File: src/rtl/muldiv_pkg.sv
// Shared funct codes and FSM encoding for the EX-stage
// HI/LO multiply/divide unit.
package muldiv_pkg;

  localparam logic [5:0] F_MFHI  = 6'b010000;
  localparam logic [5:0] F_MTHI  = 6'b010001;
  localparam logic [5:0] F_MFLO  = 6'b010010;
  localparam logic [5:0] F_MTLO  = 6'b010011;
  localparam logic [5:0] F_MULT  = 6'b011000;
  localparam logic [5:0] F_MULTU = 6'b011001;
  localparam logic [5:0] F_DIV   = 6'b011010;
  localparam logic [5:0] F_DIVU  = 6'b011011;

  typedef enum logic [1:0] {
    IDLE,
    MUL,
    DIV,
    FIX
  } state_t;

  function automatic logic is_muldiv_op(
    input logic [5:0] f
  );
    return f inside {F_MFHI, F_MTHI, F_MFLO,
                     F_MTLO, F_MULT, F_MULTU,
                     F_DIV, F_DIVU};
  endfunction

endpackage

File: src/rtl/muldiv_step.sv
// One iteration of shift-add multiply or
// restoring divide on a 64-bit accumulator.
module muldiv_step (
  input  logic        i_div,
  input  logic [63:0] i_acc,
  input  logic [31:0] i_b,
  output logic [63:0] o_acc
);

  logic [32:0] w_sum;
  logic [32:0] w_rem;
  logic [31:0] w_diff;
  logic        w_ge;

  // mul: {hi, multiplier}, add into hi then shift right
  assign w_sum = {1'b0, i_acc[63:32]}
               + {1'b0, i_acc[0] ? i_b : 32'd0};

  // div: {rem, quotient}, shift left then trial subtract
  assign w_rem  = {i_acc[63:32], i_acc[31]};
  assign w_ge   = w_rem >= {1'b0, i_b};
  assign w_diff = w_rem[31:0] - i_b;

  always_comb begin
    o_acc = {w_sum, i_acc[31:1]};
    if (i_div) begin
      if (w_ge)
        o_acc = {w_diff, i_acc[30:0], 1'b1};
      else
        o_acc = {w_rem[31:0], i_acc[30:0], 1'b0};
    end
  end

endmodule

File: src/rtl/ex_muldiv.sv
// EX-stage iterative multiply/divide unit with
// HI/LO registers and pipeline stall.
import muldiv_pkg::*;

module ex_muldiv (
  input  logic        clk,
  input  logic        rst,
  input  logic        valid_in,
  input  logic [5:0]  funct_in,
  input  logic [31:0] RD1_in,
  input  logic [31:0] RD2_in,
  input  logic        flush_in,
  output logic        stall_out,
  output logic        busy_out,
  output logic [31:0] result_out,
  output logic [31:0] hi_out,
  output logic [31:0] lo_out
);

  state_t      r_state;
  logic [63:0] r_acc;
  logic [31:0] r_b;
  logic [31:0] r_hi;
  logic [31:0] r_lo;
  logic [5:0]  r_cnt;
  logic        r_div;
  logic        r_sa;
  logic        r_sb;
  logic        r_bz;

  logic        w_op_mul;
  logic        w_op_div;
  logic        w_mthi;
  logic        w_mtlo;
  logic        w_signed;
  logic        w_a_neg;
  logic        w_b_neg;
  logic [31:0] w_a_mag;
  logic [31:0] w_b_mag;
  logic [63:0] w_acc_nx;
  logic [63:0] w_prod;
  logic [31:0] w_quo;
  logic [31:0] w_rem;
  logic        w_neg;

  assign w_op_mul = funct_in == F_MULT
                 || funct_in == F_MULTU;
  assign w_op_div = funct_in == F_DIV
                 || funct_in == F_DIVU;
  assign w_mthi   = funct_in == F_MTHI;
  assign w_mtlo   = funct_in == F_MTLO;
  assign w_signed = funct_in == F_MULT
                 || funct_in == F_DIV;

  assign w_a_neg = w_signed & RD1_in[31];
  assign w_b_neg = w_signed & RD2_in[31];
  assign w_a_mag = w_a_neg ? 32'd0 - RD1_in
                           : RD1_in;
  assign w_b_mag = w_b_neg ? 32'd0 - RD2_in
                           : RD2_in;

  muldiv_step u_step (
    .i_div (r_state == DIV),
    .i_acc (r_acc),
    .i_b   (r_b),
    .o_acc (w_acc_nx)
  );

  assign w_neg  = r_sa ^ r_sb;
  assign w_prod = w_neg ? 64'd0 - r_acc : r_acc;
  assign w_quo  = w_neg ? 32'd0 - r_acc[31:0]
                        : r_acc[31:0];
  assign w_rem  = r_sa ? 32'd0 - r_acc[63:32]
                       : r_acc[63:32];

  always_ff @(posedge clk or negedge rst) begin
    if (!rst) begin
      r_state <= IDLE;
      r_acc   <= '0;
      r_b     <= '0;
      r_hi    <= '0;
      r_lo    <= '0;
      r_cnt   <= '0;
      r_div   <= 1'b0;
      r_sa    <= 1'b0;
      r_sb    <= 1'b0;
      r_bz    <= 1'b0;
    end else if (flush_in) begin
      r_state <= IDLE;
    end else begin
      unique case (r_state)
        IDLE: if (valid_in) begin
          unique case (1'b1)
            w_op_mul, w_op_div: begin
              r_state <= w_op_div ? DIV : MUL;
              r_div   <= w_op_div;
              r_sa    <= w_a_neg;
              r_sb    <= w_b_neg;
              r_bz    <= RD2_in == 32'd0;
              r_cnt   <= '0;
              r_acc   <= w_op_div
                       ? {32'd0, w_a_mag}
                       : {32'd0, w_b_mag};
              r_b     <= w_op_div ? w_b_mag
                                  : w_a_mag;
            end
            w_mthi:  r_hi <= RD1_in;
            w_mtlo:  r_lo <= RD1_in;
            default: ;
          endcase
        end
        MUL, DIV: begin
          r_acc <= w_acc_nx;
          r_cnt <= r_cnt + 6'd1;
          if (r_cnt == 6'd31)
            r_state <= FIX;
        end
        FIX: begin
          r_state <= IDLE;
          if (r_div) begin
            // remainder of a zero divide is the dividend
            r_hi <= w_rem;
            r_lo <= r_bz ? 32'hFFFF_FFFF : w_quo;
          end else begin
            r_hi <= w_prod[63:32];
            r_lo <= w_prod[31:0];
          end
        end
        default: r_state <= IDLE;
      endcase
    end
  end

  assign busy_out  = r_state != IDLE;
  assign stall_out = busy_out & valid_in
                   & is_muldiv_op(funct_in);
  assign hi_out    = r_hi;
  assign lo_out    = r_lo;

  always_comb begin
    result_out = '0;
    if (funct_in == F_MFHI)
      result_out = r_hi;
    else if (funct_in == F_MFLO)
      result_out = r_lo;
  end

endmodule
File: config.mk
export PLATFORM = sky130hd
export DESIGN_NAME = ex_muldiv
export DESIGN_NICKNAME = d
export VERILOG_FILES = /design/src/rtl/muldiv_pkg.sv /design/src/rtl/muldiv_step.sv /design/src/rtl/ex_muldiv.sv
export SDC_FILE = /design/constraint.sdc
export NUM_CORES = 1
export LEC_CHECK = 0
export CAP_MARGIN = 20
export CORE_ASPECT_RATIO = 0.6
export CORE_MARGIN = 4
export CORE_UTILIZATION = 35
export DETAILED_ROUTE_END_ITERATION = 7
export MAX_ROUTING_LAYER = met4
export SYNTH_ARGS = -nofsm -noshare
export SYNTH_HDL_FRONTEND = slang
export SYNTH_SLANG_ARGS = --single-unit
File: constraint.sdc
create_clock -name clk -period 4.6 [get_ports clk]
set_clock_uncertainty 0.05 [all_clocks]
set_input_delay 0.92 -clock clk [delete_from_list [all_inputs] [get_ports clk]]
set_output_delay 0.92 -clock clk [all_outputs]
set_load 0.01 [all_outputs]
==> results.toml <==
[status]
status = "completed"

[floorplanning]
die_h_um = 173.6
pin_count = 172
start_util_pct = 35.56
num_rows = 60
die_area_um2 = 49290
die_w_um = 284.0
core_area_um2 = 44970

[power_and_ir_drop]
p_leak_uw = 0.008017
powerDensity_nw_per_um2 = 672.1
total_power_uw = 12900
ir_worst_vdd_uv = 344.0

[synthesis]
synth-async-reset-ratio_pct = 100.0
synthXorXnorAreaFrac_pct = 9.474
synth_area_leader_cell = "dfrtp_1"
syn_nets = 2253
yosys.area_share.simple_pct = 20.07
synth_top_area_share_pct = 26.91
synth-seq-area-share_pct = 26.91
synthTopCellsByCount = "nor2_1 (251), nand2_1 (211), o21ai_0 (197)"
ys.flop_type = "dfrtp_1"
synthMuxAreaShare_pct = 6.157
yosys_warnings = 0
syn_avg_cell_area_um2 = 7.601
yosysUniqueCellTypes = 80
synth_area_um2 = 15990
synthAdderAreaFrac_pct = 5.962
synth_top_family_by_area = "compound AO/OA/AOI/OAI gates"
synth_edf_count = 0
ys_ff_latch = 172
yosysMostFrequentCell = "nor2_1"
ys_top_cells_by_area = "dfrtp_1 (27%), o21ai_0 (6.2%), nor2_1 (5.9%), a21oi_1 (5.8%), ha_1 (5.7%)"
synth-compound-area-share_pct = 26.23
synth_cells = 2104

[routing]
drc = 0
wire_per_inst_um = 24.13
dr.pass1.iters = 6
via_count = 16980
drt.antenna.violating_nets = 0
wirelength_mm = 68.37
drt-initial-drc-count = 2276
vias_per_cell = 5.995

[critical_path]
startpoint_type = "flop"
setup.worst_path.class = "reg -> reg"
worstPathMaxFanout = 9
cp-end-kind = "flop"
crit_arrival_ps = 4590
crit_required_ps = 4900

[cts]
clockBufferDepth = 2
cts_hold_buf = 0
cts_htree_levels = 4
postCtsSetupRepairBufs = 0
cts_root_buffer = "clkbuf_16"
cts_resized = 0
cts_buffers = 17
cts.sinks = 172
clock_latency_ps = 470
path_clk_slew_ps = 80
cts_tree = "yes"

[final_layout]
syn2layout_area_growth_pct = 20.04
fin_cells = 2833
nets = 2379
drive_above_1_share_pct = 7.936

[timing]
setup_viol = 0
worst_pin_slew_ps = 884.2
fin_crit_sh_pct = 93.24
rsz0062_at_grt = "false"
hold_viol = 0
relSlewSlack_pct = 40.52
finalCriticalPeriod_ps = 4289
fmax_mhz = 233.2
slew_viol_final = 0
tns_ps = 0

[placed_design]
gp_congestion = 0.9907
port_buffers = 171
dp_hpwl_mm = 54.70
dp.cells = 2799

[global_routing]
grt_pass1_wl_mm = 101.7
overflow = 0
antenna_found_initial = 2
track_usage_pct = 27.78
grt_max_degree = 77
grt_pass1_vias = 15330

[worst_hold_path]
hold_class = "in -> async"

[run]
drv_cap = 0
path summary, 6_finish.rpt:
check                      startpoint   endpoint  slack (ps)  cells after the start
hold reg to reg                r_b[2]     r_b[2]         440                      2
setup / recovery             r_acc[0]  r_acc[57]         310                     13
max in group asynchronous         rst  r_acc[61]        3070                      2
hold / removal                    rst  lo_out[0]         410                      1
setup reg to reg             r_acc[0]  r_acc[57]         310                     13
min in group clk               r_b[2]     r_b[2]         440                      2
logic make-up (layout without fill, tap and decap cells):
group	count (synthesis)	after routing
flip-flops	172	172
AO/OA/AOI/OAI	677	677
XOR/XNOR	173	173
other	0	1
AND/OR/NAND/NOR	693	693
adder cells (fa/ha/maj)	75	75
multiplexers	95	95
buffers and inverters	219	358
power breakdown:
part	switching, uW	leakage (uW)	internal, uW
combinational	5070	0.00550	3360
clock	748	0.000291	783
sequential	808	0.00223	2130
registers in the layout, indices dropped and copies added, names as in the netlist:
| signal | cells |
|---|---|
| hi_out | 32 |
| lo_out | 32 |
| r_acc | 64 |
| r_b | 32 |
| r_bz | 1 |
| r_cnt | 6 |
| r_div | 1 |
| r_sa | 1 |
| r_sb | 1 |
| r_state | 2 |
area by class of cell:
type / instances / area [um2]
fillers: 4516 / 25770
multi-input cells: 1713 / 10910
flip-flops and latches: 172 / 4304
repair buffers: 252 / 2386
well taps: 589 / 737.0
clock buffers: 18 / 439.2
inverters: 74 / 277.8
clock inverters: 14 / 145.1
diodes: 1 / 2.502
layer usage:
layer | global-route usage (%) | share of wire [%]
met2 | 33.77 | 36
met1 | 44.07 | 50
met3 | 8.739 | 13
met5 | - | 0
met4 | 3.777 | 0.90
metrics by stage:
stage	worst slack, ps	instance area [um2]	utilization (%)	hold WS (ps)
after floorplan	1301	15990	-	398.9
after global placement	556.1	18600	41.36	420.7
after detailed placement	519.7	18600	41.36	420.6
after CTS	569.8	19180	42.65	425.4
after global routing	231.3	19200	42.69	448.2
final	311.0	19200	42.69	408.5
worst max-delay path: stages, from the launching register on:
cell and delay (ps):
dfrtp_1 380, inv_1 380, buf_4 260, nor2_1 50, ha_1 340, a21oi_1 260
nor2_1 80, a211oi_1 440, nand3b_1 270, a211oi_1 590, o211ai_1 340, a21oi_1 290
xnor2_1 100, a221o_1 320
placed cells by master, fill, tap and decap left out, types with 15 or more instances in the layout:
cell type | netlist | routed
nor2_1 | 251 | 250
nand2_1 | 211 | 209
o21ai_0 | 197 | 197
a21oi_1 | 186 | 184
dfrtp_1 | 172 | 172
clkdlybuf4s50_1 | 0 | 169
xnor2_1 | 98 | 97
buf_4 | 1 | 75
inv_1 | 74 | 74
xor2_1 | 75 | 74
ha_1 | 73 | 71
mux2i_1 | 68 | 68
a211oi_1 | 45 | 45
a21o_1 | 38 | 38
nor3_1 | 37 | 37
nand3_1 | 37 | 37
o22ai_1 | 34 | 34
a31oi_1 | 30 | 30
mux2_2 | 27 | 27
o31ai_1 | 24 | 24
nor4_1 | 23 | 23
nand2b_1 | 17 | 17
nand4_1 | 17 | 17
clkbuf_16 | 0 | 17
or4_1 | 15 | 15
(Power assumes the default switching activity.)
==> variant 1: new RTL, same flow settings <==
Encoding of `state_t`: now one-hot (4 bits for 4 states).
--- a/src/rtl/muldiv_pkg.sv
+++ b/src/rtl/muldiv_pkg.sv
@@ -12,9 +12,9 @@
   localparam logic [5:0] F_DIVU  = 6'b011011;
 
-  typedef enum logic [1:0] {
-    IDLE,
-    MUL,
-    DIV,
-    FIX
+  typedef enum logic [3:0] {
+    IDLE = 4'b0001,
+    MUL  = 4'b0010,
+    DIV  = 4'b0100,
+    FIX  = 4'b1000
   } state_t;
 
Behaviour: no difference found for any inputs over 4 cycles, from zero or initial values and one cycle with rst low; so few cycles prove little.
==> variant 1 against the original RTL <==
Worst setup slack better by 0.12 ns. Synthesized cell count up 1.6%. Sequential cell count is 2 higher. Wire length up 6.9%. Via count increased by 1.5%. Area after synthesis shrank 0.30%. Critical endpoint is now result_out[14]. Final area fell by 1.3%. Count of clock-buffer cells in the layout did not move. Non-clock buffer count fell by 12.
Power is not compared: it rests on default switching activity, and its combinational part moved more than twofold at a synthesized area within 25%.
==> variant 1: results (changes against the original RTL) <==
Outcome
  • Outcome: finished clean

Global routing
  • GR Layer Usage met1: 0.4550 (+0.01437)
  • Vias in the first global route: 15,431 (+0.65%)
  • First-pass GRT wire length: 105,600 µm (+3.9%)
  • GRT Total Usage: 0.2938 (+0.01605)
  • Largest net degree at the start of global routing: 113 (+47%)
  • Initial antenna violation count: 1 (-1)
  • Met2 Use GR: 0.3338 (-0.003812)
  • Grt met3 use: 0.1394 (+0.05204)

Place
  • IO Port Bufs: 171 (unchanged)
  • DP HPWL: 57,950 µm (+6.0%)
  • Final Wtd Congestion: 1.031 (+4.0%)

Critical path
  • CP arrival: 3.20 ns (-1.39 ns)
  • Slowest cell on the critical path: clkdlybuf4s50_1
  • CP max stage delay: 0.56 ns (-0.03 ns)
  • Reg2Reg Depth: 13 (unchanged)
  • Crit Path Max Fanout: 32 (+23)

Drt
  • 1st-iter DRT viols: 2,120 (-6.9%)
  • Drt pass-1 iters: 5 (-1)
  • DR vias: 17,241 (+1.5%)
  • Post-Route WL: 73,060 µm (+6.9%)

CTS
  • CTS HTree Levels: 4 (unchanged)
  • CTS root buf: clkbuf_16
  • CTS clock-pin slew for the worst setup and hold paths: 0.07 ns
  • Post-CTS Setup Repair Bufs: 0 (unchanged)
  • Number of buffers created by CTS: 17 (unchanged)
  • Max clock buf depth: 2 (unchanged)

Synthesis
  • Warnings from Yosys: 0 (unchanged)
  • Post-synth cell types: 80 (unchanged)
  • Post-synthesis sequential area ratio: 0.2731 (+0.004020)
  • Async S/R FF share, synth: 1.000 (unchanged)
  • Top cells by area, synth: dfrtp_1, a21oi_1, nand2_1, o21ai_0, nor2_1
  • Synth top cells by count: nand2_1, nor2_1, a21oi_1
  • Synth Net Count: 2,282 (+1.3%)

Run
  • Max_cap viols: 0 (unchanged)

Layout
  • ANT cells: 0 (-1)
  • Nets@finish: 2,398 (+0.80%)
  • Share of cells above drive strength 1: 0.05869 (-0.02066)
  • Max reg flops: 64 (unchanged)
  • Biggest register: r_acc
  • # fillers: 4,663 (+3.3%)

Power
  • Pleak: 0.007928 µW
  • Peak supply drop: 0.0002368 V

Timing
  • Max-slew headroom: 0.2151 (-0.1901)
  • Max Slew Vio Count: 0 (unchanged)

Min path
  • Worst min path class: input pin to async pin
==> variant 1: worst max-delay path, delay by kind of cell <==
family / cells / cell delay (ns)
buffers and inverters: 4 / 1.45
AND/OR/NAND/NOR: 3 / 0.79
==> variant 1: final cells by class <==
cell class,count,area [µm²],share of cell area
multi-input combinational,1749,10750,0.5674
sequential,174,4355,0.2299
timing repair buffer,240,2263,0.1195
tap,589,737.0,0.03890
clock buffer,18,429.2,0.02265
inverter,71,266.5,0.01407
clock inverter,14,143.9,0.007595
==> variant 1: cells by family (layout without fill, tap and decap cells) <==
logic type | Yosys count | in the layout | synth area share
xor+xnor | 171 | 171 | 0.09393
compound gates | 669 | 669 | 0.2564
fa+ha+maj | 71 | 71 | 0.05665
buf+inv | 214 | 343 | 0.05587
mux | 70 | 70 | 0.04426
flops | 174 | 174 | 0.2731
simple gates | 768 | 768 | 0.2198
==> variant 1: metrics by stage <==
step                hold WS (ns)  std cells  worst slack (ns)    util  cell area [µm²]
CTS                       0.1800       2855            0.4229  0.4220            18940
detailed placement        0.4207       2823            0.4252  0.4092            18370
global placement          0.4181       2823            0.4573  0.4092            18370
global route              0.1866       2855            0.3138  0.4220            18940
floorplan                 0.3952       2137             1.245       -            15950
finish                    0.1914       2855            0.4315  0.4220            18940
==> variant 1: power by group <==
part	switching, µW	internal [µW]
Sequential	570	1910
Combinational	2070	1370
Clock	777	725
==> variant 1: worst paths after layout <==
check	start	endpoint	slack (ns)
max	funct_in[4]	result_out[14]	0.43
min	rst	hi_out[28]$_DFFE_PN0P_	0.19
max reg2reg	r_acc[0]$_DFFE_PN0P_	r_acc[62]$_DFFE_PN0P_	0.55
min reg2reg	r_cnt[5]$_DFFE_PN0P_	r_state[3]$_DFFE_PN0P_	0.44
max in group asynchronous	rst	hi_out[14]$_DFFE_PN0P_	3.38
min in group clk	r_cnt[5]$_DFFE_PN0P_	r_state[3]$_DFFE_PN0P_	0.44
==> variant 1: per-layer routing <==
metal	vias to the layer above	wire (µm)
met2	1038	25110
met4	0	786
met1	8259	35690
li1	7889	-
met5	-	0
met3	55	11460
==> variant 2: new RTL, same flow settings <==
Without the edit above. `F_DIV`: 6'b011010 -> 6'b010000.
--- a/src/rtl/muldiv_pkg.sv
+++ b/src/rtl/muldiv_pkg.sv
@@ -9,5 +9,5 @@
   localparam logic [5:0] F_MULT  = 6'b011000;
   localparam logic [5:0] F_MULTU = 6'b011001;
-  localparam logic [5:0] F_DIV   = 6'b011010;
+  localparam logic [5:0] F_DIV   = 6'b010000;
   localparam logic [5:0] F_DIVU  = 6'b011011;
 
Check against the original RTL: not equivalent (a bounded check fails within 4 cycles, from zero or initial values and one cycle with rst low).
==> variant 2 against the original RTL <==
Fmax up 3.2%. Sequential power up 4%. Wire length up 1.7%. Worst setup slack better by 0.13 ns. Sequential cell count unchanged. Area after synthesis up 0.36%. Final area down 0.59%. Cell count down 2.5%. Via count down 0.52%. Total power down 7.0%. Largest power group unchanged.
==> variant 2: results (changes against the original RTL) <==
Drt
  • Post-Route WL: 69,540 µm (+1.7%)
  • Vias per inst: 6.120 (+2.1%)
  • 1st-iter DRT viols: 2,246 (-1.3%)
  • Met3 wire len: 9178 µm (+5.0%)
  • WL met1: 34,530 µm (+0.19%)
  • Met2 WL: 25,190 µm (+2.6%)
  • DR WL/cell: 25.19 µm (+4.4%)

Place
  • Final Wtd Congestion: 1.020 (+2.9%)
  • Pre-CTS setup slack: 0.4805 ns (-0.03916 ns)
  • Placed insts: 2,728 (-2.5%)
  • DP HPWL: 55,940 µm (+2.3%)
  • Placed cell areas: 18,470 µm² (-0.70%)

Critical path
  • Worst setup path startpoint: funct_in[4]
  • Worst Setup EP: result_out[16]
  • CP arrival: 3.19 ns (-1.40 ns)
  • Reg2reg setup slack: 0.63 ns (+0.32 ns)
  • FF-to-FF End: r_acc[39]$_DFFE_PN0P_
  • Crit Path Max Fanout: 32 (+23)
  • Worst r2r src: r_acc[58]$_DFFE_PN0P_
  • Critical Path Sink Type: output port
  • Reg2Reg Depth: 12 (-1)

Synthesis
  • Post-synth cell types: 101 (+26%)
  • Warnings from Yosys: 0 (unchanged)
  • Compound-Gate Fraction of Synth Area: 0.2769 (+0.01457)
  • Synth top cells by count: nand2_1, nor2_1, o21ai_0
  • Post-synthesis adder-cell area fraction: 0.05940 (-0.0002138)
  • Xor and xnor area share after synthesis: 0.09659 (+0.001843)
  • Post-synthesis sequential area ratio: 0.2682 (-0.0009651)
  • Post-synthesis mux area share: 0.05184 (-0.009731)
  • Synth Instances: 2,031 (-3.5%)
  • Synth Net Count: 2,180 (-3.2%)
  • Top cells by area, synth: dfrtp_1, ha_1, o21ai_0, a21oi_1, xnor2_1

Power
  • Peak supply drop: 0.0003009 V (-13%)
  • Pleak: 0.007925 µW (-1.2%)

Global routing
  • GR Layer Usage met1: 0.4461 (+0.005413)
  • Met2 Use GR: 0.3459 (+0.008269)
  • Initial antenna violation count: 0 (-2)
  • First-pass GRT wire length: 104,500 µm (+2.8%)
  • Grt met3 use: 0.09330 (+0.005913)
  • GRT Total Usage: 0.2833 (+0.005543)
  • Vias in the first global route: 15,676 (+2.2%)
  • Largest net degree at the start of global routing: 88 (+14%)

Layout
  • # fillers: 4,592 (+1.7%)
  • Nets@finish: 2,308 (-3.0%)
  • ANT cells: 0 (-1)
  • Share of cells above drive strength 1: 0.08702 (+0.007659)

Outcome
  • Outcome: finished clean

Min path
  • Worst min path class: input pin to async pin

CTS
  • CTS root buf: clkbuf_16
  • Post-CTS Setup Repair Bufs: 0 (unchanged)

Timing
  • Worst-Margin Slew: 1.003 ns (+0.1188 ns)
  • Final hold slack: 0.4405 ns (+0.03198 ns)
==> variant 2: cell types whose count changed after synthesis, moves of 19 or more <==
cell,before,now
a22o_1,6,38
a22oi_1,8,27
clkbuf_1,128,89
nor2_1,251,186
o21ai_1,4,26
==> variant 2: cell type report <==
cell class,count,area (µm²),area share
Clock inverter,14,151.4,0.007933
Timing Repair Buffer,241,2296,0.1203
Inverter,71,266.5,0.01396
Sequential cell,172,4304,0.2255
Tap cell,589,737.0,0.03862
Clock buffer,18,439.2,0.02301
Multi-Input combinational cell,1656,10890,0.5706
==> variant 2: worst max-delay path, cell delays in order <==
cell and delay, ns:
clkdlybuf4s50_1 0.47, nor3b_2 0.15, buf_4 0.18, nand2b_1 0.13, nor3_2 0.15, buf_4 0.39
a22o_1 0.22, clkdlybuf4s50_1 0.54
==> variant 2: where the power goes <==
group | leakage [µW] | internal [µW] | switching (µW) | total (µW)
registers | 0.00216 | 2130 | 933 | 3070
clock network | 0.000286 | 742 | 782 | 1520
logic | 0.00548 | 2990 | 4410 | 7410
